**src/rtl/core_pkg.sv**
```systemverilog
// Shared definitions for the multi-cycle core: opcodes, FSM states and the
// instruction field layout {opcode, rd, rs1, rs2, imm}, MSB first.
package core_pkg;

  localparam logic [2:0] OP_LOADI = 3'b000;
  localparam logic [2:0] OP_ADD   = 3'b001;
  localparam logic [2:0] OP_SUB   = 3'b010;
  localparam logic [2:0] OP_AND   = 3'b011;
  localparam logic [2:0] OP_OR    = 3'b100;
  localparam logic [2:0] OP_XOR   = 3'b101;
  localparam logic [2:0] OP_MOV   = 3'b110;
  localparam logic [2:0] OP_ADDI  = 3'b111;

  typedef enum logic [1:0] {
    S_IDLE      = 2'd0,
    S_DECODE    = 2'd1,
    S_EXECUTE   = 2'd2,
    S_WRITEBACK = 2'd3
  } state_e;

  function automatic int instr_w(input int aw, input int dw);
    return 3 + 3 * aw + dw;
  endfunction

  function automatic int op_lsb(input int aw, input int dw);
    return 3 * aw + dw;
  endfunction

  function automatic int rd_lsb(input int aw, input int dw);
    return 2 * aw + dw;
  endfunction

  function automatic int rs1_lsb(input int aw, input int dw);
    return aw + dw;
  endfunction

  function automatic int rs2_lsb(input int aw, input int dw);
    return dw;
  endfunction

endpackage

```
**src/rtl/regfile_2r1w.sv**
```systemverilog
// Register file: two registered read ports, one write port, sync clear of
// every entry, and a combinational debug read port.
module regfile_2r1w #(
  parameter int DATA_W = 16,
  parameter int ADDR_W = 5
) (
  input  logic              clk,
  input  logic              reset,
  input  logic [ADDR_W-1:0] ra1,
  input  logic [ADDR_W-1:0] ra2,
  output logic [DATA_W-1:0] rd1,
  output logic [DATA_W-1:0] rd2,
  input  logic              we,
  input  logic [ADDR_W-1:0] wa,
  input  logic [DATA_W-1:0] wd,
  input  logic [ADDR_W-1:0] dbg_addr,
  output logic [DATA_W-1:0] dbg_data
);

  localparam int NREGS = 2 ** ADDR_W;

  logic [DATA_W-1:0] regs_q [NREGS];
  logic [DATA_W-1:0] rd1_q;
  logic [DATA_W-1:0] rd2_q;

  always_ff @(posedge clk) begin
    if (reset) begin
      for (int i = 0; i < NREGS; i++) regs_q[i] <= '0;
    end else if (we) begin
      regs_q[wa] <= wd;
    end
  end

  // Read data is pure datapath: no reset needed, the FSM never consumes it stale.
  always_ff @(posedge clk) begin
    rd1_q <= regs_q[ra1];
    rd2_q <= regs_q[ra2];
  end

  assign rd1      = rd1_q;
  assign rd2      = rd2_q;
  assign dbg_data = regs_q[dbg_addr];

endmodule

```
**src/rtl/multicycle_core.sv**
```systemverilog
// Four-state instruction processor: IDLE accepts, DECODE reads the register
// file, EXECUTE runs the ALU, WRITEBACK commits the result.
module multicycle_core
  import core_pkg::*;
#(
  parameter  int DATA_W  = 16,
  parameter  int ADDR_W  = 5,
  localparam int INSTR_W = instr_w(ADDR_W, DATA_W)
) (
  input  logic               clk,
  input  logic               reset,
  input  logic [INSTR_W-1:0] instr,
  input  logic               instr_valid,
  output logic               instr_ready,
  output logic [DATA_W-1:0]  result,
  output logic [ADDR_W-1:0]  result_addr,
  output logic               result_valid,
  output logic               zero_flag,
  output logic               carry_flag,
  input  logic [ADDR_W-1:0]  dbg_addr,
  output logic [DATA_W-1:0]  dbg_data
);

  localparam int OP_L  = op_lsb(ADDR_W, DATA_W);
  localparam int RD_L  = rd_lsb(ADDR_W, DATA_W);
  localparam int RS1_L = rs1_lsb(ADDR_W, DATA_W);
  localparam int RS2_L = rs2_lsb(ADDR_W, DATA_W);

  state_e             state_q, state_d;
  logic [INSTR_W-1:0] instr_q;
  logic [DATA_W-1:0]  result_q;
  logic [ADDR_W-1:0]  result_addr_q;
  logic               zero_q;
  logic               carry_q;

  logic [2:0]         op;
  logic [ADDR_W-1:0]  rd_a, rs1_a, rs2_a;
  logic [DATA_W-1:0]  imm;
  logic [DATA_W-1:0]  rs1_data, rs2_data;
  logic [DATA_W:0]    sum_ext, diff_ext;
  logic [DATA_W-1:0]  alu_res;
  logic               alu_carry, alu_sets_carry;
  logic               accept;

  assign op    = instr_q[OP_L +: 3];
  assign rd_a  = instr_q[RD_L +: ADDR_W];
  assign rs1_a = instr_q[RS1_L +: ADDR_W];
  assign rs2_a = instr_q[RS2_L +: ADDR_W];
  assign imm   = instr_q[DATA_W-1:0];

  assign instr_ready  = (state_q == S_IDLE);
  assign result_valid = (state_q == S_WRITEBACK);
  assign accept       = instr_valid && instr_ready;

  regfile_2r1w #(.DATA_W(DATA_W), .ADDR_W(ADDR_W)) u_rf (
    .clk      (clk),
    .reset    (reset),
    .ra1      (rs1_a),
    .ra2      (rs2_a),
    .rd1      (rs1_data),
    .rd2      (rs2_data),
    .we       (state_q == S_WRITEBACK),
    .wa       (result_addr_q),
    .wd       (result_q),
    .dbg_addr (dbg_addr),
    .dbg_data (dbg_data)
  );

  always_comb begin
    state_d = state_q;
    case (state_q)
      S_IDLE:      if (accept) state_d = S_DECODE;
      S_DECODE:    state_d = S_EXECUTE;
      S_EXECUTE:   state_d = S_WRITEBACK;
      S_WRITEBACK: state_d = S_IDLE;
      default:     state_d = S_IDLE;
    endcase
  end

  // One adder serves ADD and ADDI; the subtractor's top bit is the borrow.
  always_comb begin
    sum_ext        = {1'b0, rs1_data} + {1'b0, (op == OP_ADDI) ? imm : rs2_data};
    diff_ext       = {1'b0, rs1_data} - {1'b0, rs2_data};
    alu_res        = '0;
    alu_carry      = 1'b0;
    alu_sets_carry = 1'b0;
    case (op)
      OP_LOADI: alu_res = imm;
      OP_ADD, OP_ADDI: begin
        alu_res        = sum_ext[DATA_W-1:0];
        alu_carry      = sum_ext[DATA_W];
        alu_sets_carry = 1'b1;
      end
      OP_SUB: begin
        alu_res        = diff_ext[DATA_W-1:0];
        alu_carry      = diff_ext[DATA_W];
        alu_sets_carry = 1'b1;
      end
      OP_AND:  alu_res = rs1_data & rs2_data;
      OP_OR:   alu_res = rs1_data | rs2_data;
      OP_XOR:  alu_res = rs1_data ^ rs2_data;
      OP_MOV:  alu_res = rs1_data;
      default: alu_res = '0;
    endcase
  end

  always_ff @(posedge clk) begin
    if (accept) instr_q <= instr;
  end

  // Result and flags register at the end of EXECUTE so they are stable for WRITEBACK.
  always_ff @(posedge clk) begin
    if (reset) begin
      state_q       <= S_IDLE;
      result_q      <= '0;
      result_addr_q <= '0;
      zero_q        <= 1'b0;
      carry_q       <= 1'b0;
    end else begin
      state_q <= state_d;
      if (state_q == S_EXECUTE) begin
        result_q      <= alu_res;
        result_addr_q <= rd_a;
        zero_q        <= (alu_res == '0);
        if (alu_sets_carry) carry_q <= alu_carry;
      end
    end
  end

  assign result      = result_q;
  assign result_addr = result_addr_q;
  assign zero_flag   = zero_q;
  assign carry_flag  = carry_q;

endmodule

```
**config.mk**
```make
export PLATFORM = sky130hd
export DESIGN_NAME = multicycle_core
export DESIGN_NICKNAME = d
export VERILOG_FILES = /design/src/rtl/core_pkg.sv /design/src/rtl/regfile_2r1w.sv /design/src/rtl/multicycle_core.sv
export SDC_FILE = /design/constraint.sdc
export NUM_CORES = 1
export LEC_CHECK = 0
export BUFFER_PORTS_ARGS = -buffer_cell sky130_fd_sc_hd__buf_2
export CORE_MARGIN = 10
export CORE_UTILIZATION = 30
export DETAILED_ROUTE_END_ITERATION = 10
export MAX_ROUTING_LAYER = met4
export PLACE_DENSITY_LB_ADDON = 0.08
export SLEW_MARGIN = 10
export SYNTH_ARGS = -nofsm -noshare
export SYNTH_HDL_FRONTEND = slang
export SYNTH_HIERARCHICAL = 1
export SYNTH_SLANG_ARGS = --single-unit
```
**constraint.sdc**
```tcl
create_clock -name clk -period 6.4 [get_ports clk]
set_clock_uncertainty 0.2 [all_clocks]
set_input_delay 0.96 -clock clk [delete_from_list [all_inputs] [get_ports clk]]
set_output_delay 0.96 -clock clk [all_outputs]
set_load 0.02 [all_outputs]
```
# After elaboration in Yosys (flattened, before gate mapping)
# Memories as Yosys holds them, arrays and structs flattened. A register that Yosys moved wholly into a read port is not among the register bits.
# Cells that the tools add are included.
# totals
ff_bits,59
ram_bits,512
output_inout_bits,41
elab_cells,45
mem_count,1
# classes
n_addsub,2
eq_ne,11
mux,14
bitwise_logic,3
n_reduce_logical,8
# memory_table
memory,depth,word_bits,read_ports,rd_clocked_by_memory_dff,wr,line,source
u_rf.regs_q,32,16,3,2,32,regfile_2r1w.sv:22,logic [DATA_W-1:0] regs_q [NREGS];
# ops
operator,n
$pmux W16 S7,1
$mux W16,2
$add A16 B16 Y17,1
$sub A16 B16 Y17,1
$and A16 B16 Y16,1
$logic_not A16 Y1,1
$or A16 B16 Y16,1
$reduce_or A16 Y1,1
$xor A16 B16 Y16,1
$eq A3 B3 Y1 const B,4
$pmux W2 S4,1
$mux W1,7
$eq A3 B2 Y1 const B,2
$mux W5,1
$eq A2 B2 Y1 const B,2
$eq A3 B1 Y1 const B,1
$logic_not A3 Y1,1
$reduce_or A3 Y1,1
$eq A2 B1 Y1 const B,1
$logic_not A2 Y1,1
$mux W2,1
$ne A2 B1 Y1 const B,1
$pmux W1 S2,1
$reduce_and A2 Y1,1
2 further kinds,2

# Depth between registers and ports, before layout
# logic_depth
word_depth,6
depth_mapped,19
depth_no_buf,14

# By module
# The synthesis kept the hierarchy.
# by_module_without_submodules
mod,instances,cells_each,area_per_inst_um2
regfile_2r1w,1,2927,33581.0
multicycle_core,1,542,5057.4

# Least setup slack after synthesis
# No wires, ideal clock.
# synth_timing
kind,register -> register
from,reg instr_q[31]
to,reg zero_q (netlist: zero_flag)
arrival_time_ns,4.864
t_required_ns,6.143
setup_slack_ns,1.279
stages_incl_launch_ff,19
path_buffers,5
cell_sequence,edfxtp_1 -> buf_2 -> buf_2 -> buf_1 -> buf_1 -> nand3_1 -> clkbuf_1 -> mux2_2 -> ha_1 -> a21oi_1 -> o21a_1 -> o21ai_1 -> xor2_1 -> a221oi_1 -> nor2_8 -> or4_1 -> or4b_1 -> nor4_1 -> a21o_1
# synth_between
elab_chain_cells,5
word_cells_on_any_way,13
classes_between,add/sub: 1; eq/ne: 7; mux: 2; reduce/logical: 3
# synth_lines
item,line,source
"start, declared",multicycle_core.sv:30,logic [INSTR_W-1:0] instr_q;
"start signal, assigned",multicycle_core.sv:108,if (accept) instr_q <= instr;
$eq A3 B3 Y1,"multicycle_core.sv:82, multicycle_core.sv:87",
$mux W16,multicycle_core.sv:82,"sum_ext = {1'b0, rs1_data} + {1'b0, (op == OP_ADDI) ? imm : rs2_data};"
$add A16 B16 Y17,multicycle_core.sv:82,
$pmux W16 S7 *,multicycle_core.sv:87,case (op)
$logic_not A16 Y1 *,multicycle_core.sv:124,zero_q <= (alu_res == '0);
"end signal, assigned",multicycle_core.sv:124,
"end, declared",multicycle_core.sv:33,logic zero_q;
# Mark *: on every way between the ends. The rest lies on a longest branch, timed or not.
# A chain may end at the register's enable or synchronous reset.

# Worst setup path after layout
# layout_timing
from,in dbg_addr[0]
to,out dbg_data[3]
# layout_between
elab_chain_cells,1
# layout_lines
item,line,source
"start, declared",multicycle_core.sv:20,"input logic [ADDR_W-1:0] dbg_addr,"
$mem_v2 Z32 W16,n/a,
"end, declared",multicycle_core.sv:21,output logic [DATA_W-1:0] dbg_data
# Every way passes these cells.

==> results by stage <==
Outcome:
- The flow ran to the end, and the final reports show no timing, DRC or antenna violations.

Clock tree:
- Clock tree synthesis inserted a total of 78 buffers.
- Once the clock tree was built, the setup fixing pass inserted 0 buffers.
- The clock tree synthesis step divided the H-tree into 3 levels.
- The buffer levels on the longest clock path is 3.
- The source-to-sink clock delay at the later pin of the worst-skew pair is slightly below 0.7 ns.
- CTS placed an instance of clkbuf_16 at the clock tree root.
- The clock drives between 600 and 700 sinks.
- The clock-pin slew reported for the worst setup and hold paths after clock tree synthesis is approximately 0.06 ns.
- TritonCTS built the clock tree.
- Once the clock tree was built, the resizer swapped 0 gates to a different size.
- Hold repair after CTS inserted 0 buffers.

Synth:
- The fraction of registers with async set or reset after synthesis is 0.
- The synthesized net count is approximately 3.6k.
- The share of synthesized area in the top cell type comes to 0.424.
- In the synthesized netlist, the cells that appear most often are 790 x mux2i_1, 546 x edfxtp_1, 516 x and2_1, 200 x a22oi_1, 139 x a21oi_1.
- The area of the mapped netlist is slightly below 40,000 sq um.
- The synthesized design contains ~550 enable-type register cells.
- Of all cell types, the one taking the most synthesized area is edfxtp_1.
- Synthesis instantiated 70 different standard cells from the library.
- The post-synthesis instance total is about 3.5k.
- The average cell area after synthesis is roughly 11 sq um.
- The number of warning messages in the yosys log is 6.
- The fraction of the yosys area taken by sequential cells is 0.454.
- For this run, the leading register cell type out of synthesis is edfxtp_1.
- Among all cell types in the netlist, the one instantiated most often is mux2i_1.
- After synthesis the netlist holds a flip-flop and latch count of approximately 600.
- In the post-synthesis netlist, the biggest area contributors are edfxtp_1 42%, mux2i_1 20%, and2_1 8.4%.

Routing:
- The total number of vias is between 20k and 30k.
- Once detail routing completed, the nets flagged for antenna violations numbered 0.
- In this run, the number of DRC markers left after iteration 0 of detailed routing was approximately 2.8k.
- After detailed routing, the number of vias per cell comes to approximately 5.7.
- The routed length per placed instance is around 32 um.
- The post-route DRC violation count is 0.
- The first detailed-routing pass ran for 6 iterations.
- Wires add up to approximately 160,000 um.

GRT:
- The number of antenna violations at the first check in global routing was 17.
- The overall routing resource usage is 0.228.
- Entering global routing, the biggest net connects between 90 and 100 pins.
- The total congestion overflow after global routing is 0.
- The number of global-route vias before repair was slightly below 30k.
- The first global-routing pass estimated roughly 230,000 um of wire.

Timing:
- Setup repair after global routing left no endpoint under its margin.
- The count of endpoints failing hold in the final timing report is 0.
- The setup TNS is 0 ns.
- The final setup violation count is 0.
- Timing would allow up to 204 MHz.
- The worst-margin pin slew is about 1.3 ns.
- In the finished design, the share of the clock period the worst path needs comes to 0.767.
- The smallest clock period supported by the final layout is computed as 4.91 ns.
- The worst pin sits at a relative slew slack of 0.116.
- The final-report max-slew violation count came to 0.

Pwr:
- The share of power burned in the clock network is 0.298.
- The cell leakage power is between 0.015 and 0.02 uW.
- Cell internal power was estimated by the tool at ~9500 uW.
- The final total power is 15,700 uW.
- The share of total power consumed by net switching is 0.397.
- The sequential share of power is 0.322.
- For this design the ratio of total power to cell area is between 300 and 400 nW/um^2.
- Of the total power, combinational logic draws 0.380.
- The worst vdd rail ir drop is ~0.00019 V.
- Summed over all nets, the switching power comes to 6230 uW.

Placed design:
- The HPWL reported at the end of detailed placement is roughly 110,000 um.
- Routability-driven placement finished with a final weighted congestion of roughly 0.95.
- The placement-stage cell area is slightly above 40,000 sq um.
- The number of input and output port buffers inserted is a little over 80.

Critical path:
- The number of buffers and inverters on the critical path is 2.
- STA puts the critical path data arrival time at between 3 and 4 ns.
- The worst register-to-register path has a depth of 14.
- STA puts the critical path data required time at ~5.2 ns.
- The gate family responsible for the most delay along the worst path is simple AND/OR/NAND/NOR gates.
- The worst register-to-register path begins at instr_q[33].
- The type of element launching the critical path is a primary input.
- The setup path with the least slack is of type primary input to primary output.
- The cell repeated most along the worst path is buf_2.
- Traced cell by cell, the critical path runs through buf_2, nor2b_4, a22o_1, nor3_1, a31oi_1, nand3_1, buf_2.
- The endpoint identified for the worst register-to-register timing path is zero_flag.
- The highest-delay cell along the critical path is nor2b_4.
- Counting buffers and inverters, the worst setup path is 7 cells deep.
- The register-to-register path setup slack is between 1.5 and 2 ns.
- The biggest cell delay along the critical path is 1.00 ns.
- The endpoint type of the worst setup path is a primary output.
- The peak fanout along the critical path is 26.

Hold path:
- The launch point of the worst hold path is instr[22].
- Counting instances, the worst hold path has a depth of 1.
- For hold timing, the worst endpoint is instr_q[22].
- The class of the worst hold path is primary input to register.

Floorplan:
- The die span in x is roughly 380 um.
- The height of the die is between 300 and 400 um.
- For this configuration, the core starts out at a cell density of 0.303.
- The floorplan has 131 rows.
- During I/O placement, the number of pins put on the boundary was 83.
- The die area is between 100,000 and 150,000 sq um.
- The floorplan step defined a core boundary enclosing roughly 130,000 sq um.

Run:
- The tool flagged a number of max-cap violations equal to 0.

Layout:
- The number of nets in the layout is 3,527.
- Of the cells placed in the final design, the portion with a size suffix greater than 1 is 0.114.
- Compared with the post-synthesis result, the final layout area differs by 11.6%.
- The final standard cell area without fillers is about 43,000 sq um.
[worst max-delay path by stage]
stage / slack (ns) / endpoint / start
after floorplan: 1.28 / zero_flag / instr_q[31]
after global placement: 1.53 / dbg_data[3] / dbg_addr[0]
after detailed placement: 1.47 / dbg_data[3] / dbg_addr[0]
after CTS: 1.47 / dbg_data[3] / dbg_addr[0]
after global routing: 1.52 / dbg_data[3] / dbg_addr[3]
final: 1.49 / dbg_data[3] / dbg_addr[0]
[worst reg2reg max path: stages (launching register included)]
cell and delay [ns]:
edfxtp_1 0.39, nand3_1 0.10, buf_4 0.28, mux2_2 0.39, ha_1 0.37, and3_1 0.23, a221oi_2 0.49, o21ai_1 0.17
xor2_1 0.17, a21oi_1 0.16, a21oi_1 0.12, or4_1 0.54, or4b_1 0.59, nor4_1 0.30, a21o_1 0.15
[registers in the layout, indices dropped and copies added, names as in the netlist]
register,flops
carry_flag,1
instr_q,34
result,16
result_addr,5
state_q,2
u_rf/rd1,16
u_rf/rd2,16
u_rf/regs_q,512
zero_flag,1
[layout by cell type (no fill, tap or decap), types with 7 or more instances in the layout]
cell and n:
nand2_1 119, bufinv_16 12, nor3_1 54, nor2_4 9
nor2b_1 9, a22o_1 102, a21oi_1 139, a22oi_1 200
buf_4 82, xor2_1 12, buf_2 81, clkbuf_1 15
nor2_8 9, xnor2_1 12, nand4_1 51, nand3_1 99
a221oi_1 14, nand2b_1 15, a31oi_1 51, mux2i_1 790
clkinv_2 12, mux2_2 17, ha_1 70, a211oi_1 9
or2_2 36, clkbuf_16 78, nor2_1 73, diode_2 21
clkinv_1 9, edfxtp_1 546, and2_1 512, a21o_1 7
inv_1 47, buf_12 8, dfxtp_1 56, o21ai_0 8
a311oi_1 9
[cells by family after synthesis]
family / count (synthesis) / share of synthesized area
and+or+nand+nor: 1032 / 0.155
muxes: 809 / 0.211
DFF: 603 / 0.454
AOI/OAI and AO/OA: 571 / 0.105
buffers and inverters: 357 / 0.0459
adders and majority gates: 73 / 0.0240
xor gates and xnor gates: 24 / 0.00544
[power by group through the flow]
stage          sequential, uW  combinational [uW]  clock [uW]
2_1_floorplan            4970                3830           0
3_3_place_gp             5130                5880           0
3_5_place_dp             5130                5910           0
4_1_cts                  5050                5940        4790
5_1_grt                  5090                6350        4960
6_report                 5060                5960        4670
[per-layer routing]
layer | up-vias | track usage | share of wire
met2 | 1215 | 0.345 | 0.45
met3 | 321 | 0.0338 | 0.056
met5 | - | - | 0
met4 | 0 | 0.0971 | 0.046
li1 | 12800 | - | -
met1 | 14900 | 0.302 | 0.45
[final cells by class]
class	count	area [sq um]
Antenna cell	21	52.6
Clock buffer	98	2080
Clock inverter	45	603
Fill cell	12700	84600
Inverter	48	180
Multi-Input combinational cell	2509	19400
Sequential cell	603	17500
Tap cell	1662	2080
Timing Repair Buffer	172	1200
[per-stage QoR]
step | hold slack, ns | std cells | utilization | worst slack, ns
after global placement | 0.272 | 4994 | 0.316 | 1.53
after floorplan | 0.257 | 3469 | - | 1.28
after detailed placement | 0.283 | 4994 | 0.316 | 1.47
after global routing | 0.189 | 5142 | 0.337 | 1.52
after CTS | 0.182 | 5137 | 0.337 | 1.47
final | 0.239 | 5158 | 0.338 | 1.49
Note: power is estimated with default switching activity, not from simulation.
